--- src/rtl/uart_tx_if.sv ---
// Byte handshake between a producer and the UART transmitter.
// master = producer side, slave = transmitter side.
interface uart_tx_if;
    logic [7:0] tx_data;
    logic       tx_valid;
    logic       tx_ready;

    modport master (output tx_data, output tx_valid, input tx_ready);
    modport slave  (input tx_data, input tx_valid, output tx_ready);
endinterface

--- src/rtl/uart_tx.sv ---
// UART transmitter: start bit, DATA_BITS data LSB-first, optional parity, STOP_BITS stop bits,
// each bit held OVERSAMPLE baud_clk cycles. Parity stage is built only when UART_TX_PARITY_EN is defined.
module uart_tx #(
    parameter int OVERSAMPLE = 16,
    parameter int DATA_BITS  = 8,
    parameter int STOP_BITS  = 1,
    parameter int PARITY_ODD = 0
) (
    input  logic      baud_clk,
    input  logic      reset,
    uart_tx_if.slave  bus,
    output logic      dout,
    output logic      tx_busy,
    output logic      tx_done
);

    localparam int              OS_W      = $clog2(OVERSAMPLE);
    localparam logic [OS_W-1:0] OS_LAST   = OS_W'(OVERSAMPLE - 1);
    localparam logic [2:0]      DATA_LAST = 3'(DATA_BITS - 1);
    localparam logic [2:0]      STOP_LAST = 3'(STOP_BITS - 1);
    localparam logic [7:0]      DATA_MASK = 8'((1 << DATA_BITS) - 1);

    if (OVERSAMPLE < 2 || DATA_BITS < 5 || DATA_BITS > 8 ||
        (STOP_BITS != 1 && STOP_BITS != 2) || PARITY_ODD < 0 || PARITY_ODD > 1) begin : g_param_check
        $error("uart_tx: unsupported parameter combination");
    end

`ifdef UART_TX_PARITY_EN
    typedef enum logic [2:0] {
        IDLE   = 3'd0,
        START  = 3'd1,
        DATA   = 3'd2,
        PARITY = 3'd3,
        STOP   = 3'd4
    } state_t;
`else
    typedef enum logic [2:0] {
        IDLE  = 3'd0,
        START = 3'd1,
        DATA  = 3'd2,
        STOP  = 3'd4
    } state_t;
`endif

    state_t          state_q, state_d;
    logic [OS_W-1:0] os_cnt_q, os_cnt_d;
    logic [2:0]      bit_idx_q, bit_idx_d;
    logic [7:0]      shift_q, shift_d;
    logic            dout_q, dout_d;
    logic            busy_q, busy_d;
    logic            done_q, done_d;
`ifdef UART_TX_PARITY_EN
    logic            parity_q, parity_d;
`endif

    logic bit_end;
    logic accept;
    logic last_data;
    logic last_stop;

    assign bit_end   = (os_cnt_q == OS_LAST);
    assign accept    = bus.tx_valid && (state_q == IDLE);
    assign last_data = (bit_idx_q == DATA_LAST);
    assign last_stop = (bit_idx_q == STOP_LAST);

    assign bus.tx_ready = (state_q == IDLE);
    assign dout         = dout_q;
    assign tx_busy      = busy_q;
    assign tx_done      = done_q;

    // State register; the line is forced idle-high the moment reset asserts.
    always_ff @(posedge baud_clk or negedge reset) begin
        if (!reset) begin
            state_q   <= IDLE;
            os_cnt_q  <= '0;
            bit_idx_q <= '0;
            shift_q   <= '0;
            dout_q    <= 1'b1;
            busy_q    <= 1'b0;
            done_q    <= 1'b0;
`ifdef UART_TX_PARITY_EN
            parity_q  <= 1'b0;
`endif
        end else begin
            state_q   <= state_d;
            os_cnt_q  <= os_cnt_d;
            bit_idx_q <= bit_idx_d;
            shift_q   <= shift_d;
            dout_q    <= dout_d;
            busy_q    <= busy_d;
            done_q    <= done_d;
`ifdef UART_TX_PARITY_EN
            parity_q  <= parity_d;
`endif
        end
    end

    // Next-state logic
    always_comb begin
        state_d = state_q;
        case (state_q)
            IDLE:   if (accept) state_d = START;
            START:  if (bit_end) state_d = DATA;
`ifdef UART_TX_PARITY_EN
            DATA:   if (bit_end && last_data) state_d = PARITY;
            PARITY: if (bit_end) state_d = STOP;
`else
            DATA:   if (bit_end && last_data) state_d = STOP;
`endif
            STOP:   if (bit_end && last_stop) state_d = IDLE;
            default: state_d = IDLE;
        endcase
    end

    // Output and datapath logic; dout is registered so it changes only on bit boundaries.
    always_comb begin
        os_cnt_d  = bit_end ? '0 : os_cnt_q + OS_W'(1);
        bit_idx_d = bit_idx_q;
        shift_d   = shift_q;
        dout_d    = dout_q;
        busy_d    = busy_q;
        done_d    = 1'b0;
`ifdef UART_TX_PARITY_EN
        parity_d  = parity_q;
`endif
        case (state_q)
            IDLE: begin
                os_cnt_d  = '0;
                dout_d    = 1'b1;
                busy_d    = 1'b0;
                bit_idx_d = '0;
                if (accept) begin
                    shift_d = bus.tx_data & DATA_MASK;
                    dout_d  = 1'b0;
                    busy_d  = 1'b1;
`ifdef UART_TX_PARITY_EN
                    parity_d = (^(bus.tx_data & DATA_MASK)) ^ PARITY_ODD[0];
`endif
                end
            end
            START: begin
                if (bit_end) begin
                    dout_d    = shift_q[0];
                    bit_idx_d = '0;
                end
            end
            DATA: begin
                if (bit_end) begin
                    if (last_data) begin
                        bit_idx_d = '0;
`ifdef UART_TX_PARITY_EN
                        dout_d = parity_q;
`else
                        dout_d = 1'b1;
`endif
                    end else begin
                        bit_idx_d = bit_idx_q + 3'd1;
                        shift_d   = shift_q >> 1;
                        dout_d    = shift_q[1];
                    end
                end
            end
`ifdef UART_TX_PARITY_EN
            PARITY: begin
                if (bit_end) begin
                    dout_d    = 1'b1;
                    bit_idx_d = '0;
                end
            end
`endif
            STOP: begin
                dout_d = 1'b1;
                if (bit_end) begin
                    if (last_stop) begin
                        busy_d    = 1'b0;
                        done_d    = 1'b1;
                        bit_idx_d = '0;
                    end else begin
                        bit_idx_d = bit_idx_q + 3'd1;
                    end
                end
            end
            default: begin
                os_cnt_d  = '0;
                bit_idx_d = '0;
                dout_d    = 1'b1;
                busy_d    = 1'b0;
            end
        endcase
    end

endmodule

--- src/flat_wrapper.sv ---
// flat-port wrapper written by rule: the top's interface ports become plain ports
module uart_tx_flat 
#(
    parameter int OVERSAMPLE = 16,
    parameter int DATA_BITS  = 8,
    parameter int STOP_BITS  = 1,
    parameter int PARITY_ODD = 0
)
  (baud_clk, reset, dout, tx_busy, tx_done, bus_tx_data, bus_tx_valid, bus_tx_ready);
  uart_tx_if bus_i ();
  input  logic baud_clk;
  input  logic reset;
  output logic dout;
  output logic tx_busy;
  output logic tx_done;
  input wire logic [$bits(bus_i.tx_data)-1:0] bus_tx_data;
  input wire logic [$bits(bus_i.tx_valid)-1:0] bus_tx_valid;
  output wire logic [$bits(bus_i.tx_ready)-1:0] bus_tx_ready;
  assign bus_i.tx_data = bus_tx_data;
  assign bus_i.tx_valid = bus_tx_valid;
  assign bus_tx_ready = bus_i.tx_ready;
  uart_tx #(.OVERSAMPLE(OVERSAMPLE), .DATA_BITS(DATA_BITS), .STOP_BITS(STOP_BITS), .PARITY_ODD(PARITY_ODD)) u_core (.baud_clk(baud_clk), .reset(reset), .bus(bus_i), .dout(dout), .tx_busy(tx_busy), .tx_done(tx_done));
endmodule
--- config.mk ---
export PLATFORM = sky130hd
export DESIGN_NAME = uart_tx_flat
export DESIGN_NICKNAME = d
export VERILOG_FILES = /design/src/rtl/uart_tx_if.sv /design/src/rtl/uart_tx.sv /design/src/flat_wrapper.sv
export SDC_FILE = /design/constraint.sdc
export NUM_CORES = 1
export LEC_CHECK = 0
export ABC_AREA = 1
export CORE_MARGIN = 2
export CORE_UTILIZATION = 35
export CTS_CLUSTER_DIAMETER = 150
export DETAILED_ROUTE_END_ITERATION = 10
export GPL_ROUTABILITY_DRIVEN = 1
export PLACE_DENSITY = 0.67
export REMOVE_ABC_BUFFERS = 1
export SETUP_SLACK_MARGIN = 0.15
export SYNTH_ARGS = -nofsm -noshare
export SYNTH_HDL_FRONTEND = slang
export SYNTH_SLANG_ARGS = --single-unit
export TNS_END_PERCENT = 5
--- constraint.sdc ---
create_clock -name baud_clk -period 1.3 [get_ports baud_clk]
set_input_delay 0.39 -clock baud_clk [delete_from_list [all_inputs] [get_ports baud_clk]]
set_output_delay 0.39 -clock baud_clk [all_outputs]
set_load 0.02 [all_outputs]
==> summary.txt, run 1 <==
Status
  – Outcome: finished with violations
  – Violated checks: negative setup slack

Power
  – LEAKAGE: 0.000942 uW
  – Max IR drop VDD: 637 uV
  – Pwr dens: ~2100 nW/um^2
  – Tot Pwr: ~3600 uW

STA
  – Setup Skew: between 0.0015 and 0.002 ns
  – Final setup viols: 16
  – Fin. max-slew vios: 0
  – Slew headroom: 86.4%
  – Unrepaired setup endpoints after global routing: true
  – Fmax: 662 MHz
  – Slew @ Worst Pin: 0.203 ns
  – Worst setup margin: -0.211 ns
  – Fin. Hold Viols: 0
  – Crit path time final: 1.51 ns
  – Final worst path period share: 116%

Clock network
  – CTS sink count: 21
  – Clock buffer depth: 2
  – H-tree depth: 1
  – CTS tree: done
  – Total CTS buffers: 3
  – Clock latency on the worst-skew pair: about 0.30 ns
  – CTS Root Cell: clkbuf_4
  – Clock transition at path regs: 0.12 ns

Yosys
  – Number of flops mapped to enable cells by yosys: 0
  – Most common cell in the synthesized netlist: nand2_1
  – Ys async rst share: 100%
  – Top cell type's share of synthesized area: 40.5%
  – Commonest cells in the netlist: 60 x nand2_1, 20 x dfrtp_1, 16 x inv_1
  – Sequential area share after synthesis: about 43%
  – Syn. warnings: 0
  – Avg Synthesized Cell Area: 7.73 um^2
  – Leading area contributor after synthesis: dfrtp_1
  – Cell variety after synth: 25
  – Post-synth top flop: dfrtp_1
  – Seq cells post-synth: 21
  – Ranking of synthesized cells by area: dfrtp_1 40%, nand2_1 18%, ha_1 5.1%
  – Cell area after synthesis: 1240 um^2
  – Cells after synthesis: 160

Global route
  – Global-route wire length before repair: roughly 4500 um
  – Total grt overflow: 0
  – GRT Resource Usage Total: 14.0%
  – Vias in the first global route: 1018
  – Initial antenna violation count: 0
  – Largest net degree at the start of global routing: 13

Die
  – Cell Rows: 21
  – Die W: 63.4 um
  – Die Ht: about 63 um
  – Starting Density: 36.8%
  – Core footprint: ~3400 um^2
  – Die area: ~4000 um^2
  – IO Pins: 15

Place
  – Routability Congestion: 0.757
  – Port bufs: 14
  – DP HPWL: 1940 um

Setup path
  – Setup crit start: u_core.state_q[1]
  – R2r setup slk: -0.08 ns
  – Worst EP required: 0.91 ns
  – Worst setup path end: bus_tx_ready
  – R2R Path End: u_core.shift_q[1]
  – WP data arrival: 1.12 ns
  – Reg2reg start: u_core.bit_idx_q[0]
  – Startpoint types: flop
  – Critical path peak fanout: 2
  – Crit path kind: flop to output port
  – Reg2Reg Depth: 8
  – CP endpoint kind: output port

Route
  – Via Count: approximately 1100
  – Antenna-violating nets left: 0
  – DR pass1 iterations: 4
  – Drt drc: 0
  – Vias/cell: 4.36
  – Starting DRT DRC Count: 75
  – Final WL: around 2600 um
  – WL per Instance: 10.4 um

Finish
  – Fin util: 50.8%
  – Nets: 219
  – N_diodes: 0
  – Layout cells sized above 1: 35.1%
  – P&R area growth vs syn: 38.2%
  – Fillers: 343

Worst hold path
  – Hold WC Path Type: primary input to asynchronous set/reset pin

Job
  – Number of max-cap violations: 0
==> per-layer routing <==
layer	global-route usage (%)	vias to the layer above	wire [um]
met2	22.8	13	1240
met3	2.68	2	93
met4	4.89	0	24
li1	-	576	-
met5	0	-	0
met1	18.5	491	1220
==> worst max-delay path, cell delays in order, from the launching register on <==
cell and delay, ns:
dfrtp_1 0.42, nor2_2 0.16, nand2_2 0.08, inv_2 0.06
buf_6 0.11
==> report_power, final <==
part	internal, uW	total, uW	leakage (uW)	switching [uW]
registers	896	1020	0.000271	123
logic	964	2240	0.000656	1280
clock network	119	316	0.0000150	197
==> flip-flops by register name, summed over array words and instances, names as in the netlist <==
name and cells:
u_core.shift_q 8, u_core.state_q 3, u_core.dout 1, u_core.bit_idx_q 3, u_core.os_cnt_q 4, u_core.tx_done 1
u_core.tx_busy 1
==> area by class of cell <==
class | count | area, um^2 | share of cell area (%)
inverters | 23 | 88.8 | 5.20
clock buffers | 4 | 26.3 | 1.54
repair buffers | 38 | 343 | 20.1
flip-flops and latches | 21 | 527 | 30.8
well taps | 46 | 57.6 | 3.37
multi-input cells | 116 | 666 | 39.0
==> cell usage in the layout, fill, tap and decap left out, drive strengths merged <==
| cell type | instances |
|---|---|
| nand3b | 2 |
| ha | 5 |
| a21boi | 1 |
| xor2 | 1 |
| dfrtp | 20 |
| nand2 | 68 |
| buf | 28 |
| clkbuf | 4 |
| nand3 | 14 |
| nand4 | 2 |
| a21oi | 2 |
| o21ai | 5 |
| nor2 | 16 |
| dfstp | 1 |
| inv | 23 |
| clkdlybuf4s50 | 10 |
==> cell families (layout without fill, tap and decap cells) <==
logic type / Yosys count / count (layout) / share of synthesized area, %
compound gates: 8 / 8 / 3.74
xor+xnor: 1 / 1 / 0.709
fa+ha+maj: 5 / 5 / 5.06
buf+inv: 24 / 65 / 7.90
flops: 21 / 21 / 42.6
simple gates: 101 / 102 / 40.0
==> stage by stage <==
stage	cell area (um^2)	hold WS, ns	setup WS, ns	instances	TNS (ns)
2_1_floorplan	1220	0.0944	-0.0395	159	-0.315
3_3_place_gp	1600	0.454	-0.296	241	-3.17
3_5_place_dp	1600	0.461	-0.338	241	-3.28
4_1_cts	1670	0.383	-0.187	248	-1.03
5_1_grt	1710	0.403	-0.265	248	-2.48
6_report	1710	0.392	-0.211	248	-0.981
==> repair_timing <==
| action | 4_1_cts | 5_1_grt |
|---|---|---|
| endpoints found under the hold margin | 0 | 0 |
| hold buffers | 0 | 0 |
| cloned | 1 | 0 |
| resized for setup | 34 | 10 |
| endpoints found under the setup margin | 24 | 24 |
| buffers inserted | 2 | 0 |
| pin swaps | 8 | 5 |
==> how the worst min path moves through the flow <==
stage                                  from                  end
after global routing                  reset    u_core.state_q[1]
after detailed placement  u_core.shift_q[6]    u_core.shift_q[6]
after CTS                             reset    u_core.state_q[1]
after global placement    u_core.shift_q[6]    u_core.shift_q[6]
final                                 reset    u_core.shift_q[2]
after floorplan                       reset  u_core.bit_idx_q[0]
No activity file was read; power rests on OpenSTA's default activity.
==> inputs of run 2 (changes only) <==
- SKIP_CTS_REPAIR_TIMING: not set -> 1
- SLEW_MARGIN: not set -> 20
==> run 2 against run 1 <==
Clock skew about the same; first-iteration DRC count decreased by 19%; core utilization increased by 0.56 points; largest cell class unchanged; the flow still finishes with violations (negative setup slack).
==> summary.txt, run 2 (synthesized netlist as in run 1, its figures left out) <==
Status
  – Outcome: finished with violations
  – Violated checks: negative setup slack

STA
  – Fin. max-slew vios: 0
  – Fmax: 673 MHz
  – Slew @ Worst Pin: 0.205 ns
  – Final worst path period share: 114%
  – Worst setup margin: -0.187 ns
  – Unrepaired setup endpoints after global routing: true
  – Slew headroom: a little under nine tenths
  – Setup Skew: around 0.0018 ns
  – Fin. Hold Viols: 0
  – Final setup viols: 14
  – Crit path time final: 1.49 ns

Clock network
  – CTS Root Cell: clkbuf_4
  – Clock buffer depth: 2
  – CTS tree: done
  – Clock transition at path regs: 0.12 ns
  – Total CTS buffers: 3
  – CTS sink count: 21
  – Clock latency on the worst-skew pair: roughly 0.3 ns
  – H-tree depth: 1

Die
  – Cell Rows: 21
  – Die Ht: between 60 and 70 um
  – IO Pins: 15
  – Core footprint: 3360 um^2
  – Starting Density: 36.8%
  – Die area: 4020 um^2
  – Die W: approximately 63 um

Setup path
  – Crit path kind: flop to output port
  – R2r setup slk: -0.07 ns
  – Setup crit start: u_core.state_q[0]
  – Critical path peak fanout: 2
  – Worst EP required: 0.91 ns
  – CP endpoint kind: output port
  – Worst setup path end: bus_tx_ready
  – Startpoint types: flop
  – Reg2Reg Depth: 8
  – R2R Path End: u_core.shift_q[5]
  – WP data arrival: ~1.1 ns
  – Reg2reg start: u_core.bit_idx_q[0]

Finish
  – Area of the multi-input gates: 667 um^2
  – Biggest regs: u_core.shift_q (8), u_core.os_cnt_q (4)
  – Nets: 219
  – Layout cells sized above 1: approximately a third
  – P&R area growth vs syn: 39.7%
  – Reg with most FFs: u_core.shift_q
  – Most common cell after layout, fill and taps aside: nand2_1
  – Most frequent cells in the layout: 57 x nand2_1, 20 x buf_4, 20 x dfrtp_1
  – Final Non-Filler Cells: 248
  – N_diodes: 0
  – Seq. cell area: 527 um^2
  – Max reg flops: 8
  – Fillers: between 300 and 400

Power
  – Max IR drop VDD: 649 uV
  – Tot Pwr: 3630 uW
  – Clock share of power: 8.7%
  – Switch Pwr: 1570 uW
  – Switching portion of total power: between 40% and 50%
  – Int Pwr: 2060 uW
  – Sequential share of power: 28.0%
  – LEAKAGE: roughly 0.00095 uW
  – Logic pwr share: 63.3%
  – Pwr dens: about 2100 nW/um^2

Global route
  – Largest net degree at the start of global routing: 13
  – Global-route wire length before repair: 4220 um
  – GRT Resource Usage Total: 13.2%
  – Vias in the first global route: 999
  – Total grt overflow: 0
  – Initial antenna violation count: 0

Place
  – Pre-CTS WS: -0.338 ns
  – Routability Congestion: 0.757
  – Post-Place Cells: 241
  – DP HPWL: 1940 um
  – Port bufs: 14

Worst hold path
  – Hold WC Path Type: primary input to asynchronous set/reset pin

Route
  – Drt drc: 0
  – Via Count: 1073
  – Final WL: 2520 um
  – DR pass1 iterations: 4
  – Vias/cell: approximately 4.3
  – Starting DRT DRC Count: 61
  – WL per Instance: 10.2 um
  – Antenna-violating nets left: 0

Job
  – Number of max-cap violations: 0
## run 2: changes by cell type in the layout (fill, tap and decap cells not counted), sizes merged
cell | previous run | this run
buf | 28 | 29
nand2 | 68 | 67
## run 2: per-stage QoR
step                hold slack, ns  setup TNS (ns)  util [%]  cell area (um^2)
finish                       0.389          -0.727      51.3              1730
global route                 0.403           -2.52      51.3              1730
CTS                          0.383           -3.81      48.4              1630
detailed placement           0.461           -3.28      47.6              1600
global placement             0.454           -3.17      47.6              1600
floorplan                   0.0944          -0.315         -              1220
## run 2: cell type report
type,count,share of cell area (%)
sequential,21,30.5
timing repair buffer,39,21.0
multi-input combinational,115,38.6
clock buffer,4,1.52
inverter,23,5.00
tap,46,3.33
## run 2: metal layers
layer  global-route usage, %  wire length [um]  share of wire (%)  up-vias
met5                       0                 0                  0        -
met4                    4.89                24               0.95        0
met3                    2.68                70                2.8        2
met2                    21.4              1220                 48       14
met1                    17.3              1210                 48      479
li1                        -                 -                  -      578
## run 2: worst min-delay path by stage
stage                     slack [ns]         startpoint                   to
after floorplan                 0.09              reset  u_core.bit_idx_q[0]
after global placement          0.45  u_core.shift_q[6]    u_core.shift_q[6]
after detailed placement        0.46  u_core.shift_q[6]    u_core.shift_q[6]
after CTS                       0.38              reset    u_core.state_q[1]
after global routing            0.40              reset    u_core.state_q[1]
final                           0.39              reset    u_core.shift_q[2]
## run 2: power groups by stage
stage	clock, uW	sequential [uW]	combinational [uW]
finish	316	1020	2300
global route	358	1040	2570
CTS	334	1010	2020
detailed placement	0	1030	2010
global placement	0	1020	1980
floorplan	0	1070	1230
## run 2: critical path, cell delays in order, from the launching register on
cell and delay [ns]:
dfrtp_1 0.40, nor2_2 0.15, nand2_2 0.08, inv_2 0.06, buf_6 0.11
==> inputs of run 3 (changes only) <==
- CTS_CLUSTER_DIAMETER: 150 -> not set
==> results of run 3 <==
Final layout, timing and power as in run 2 (identical DEF).
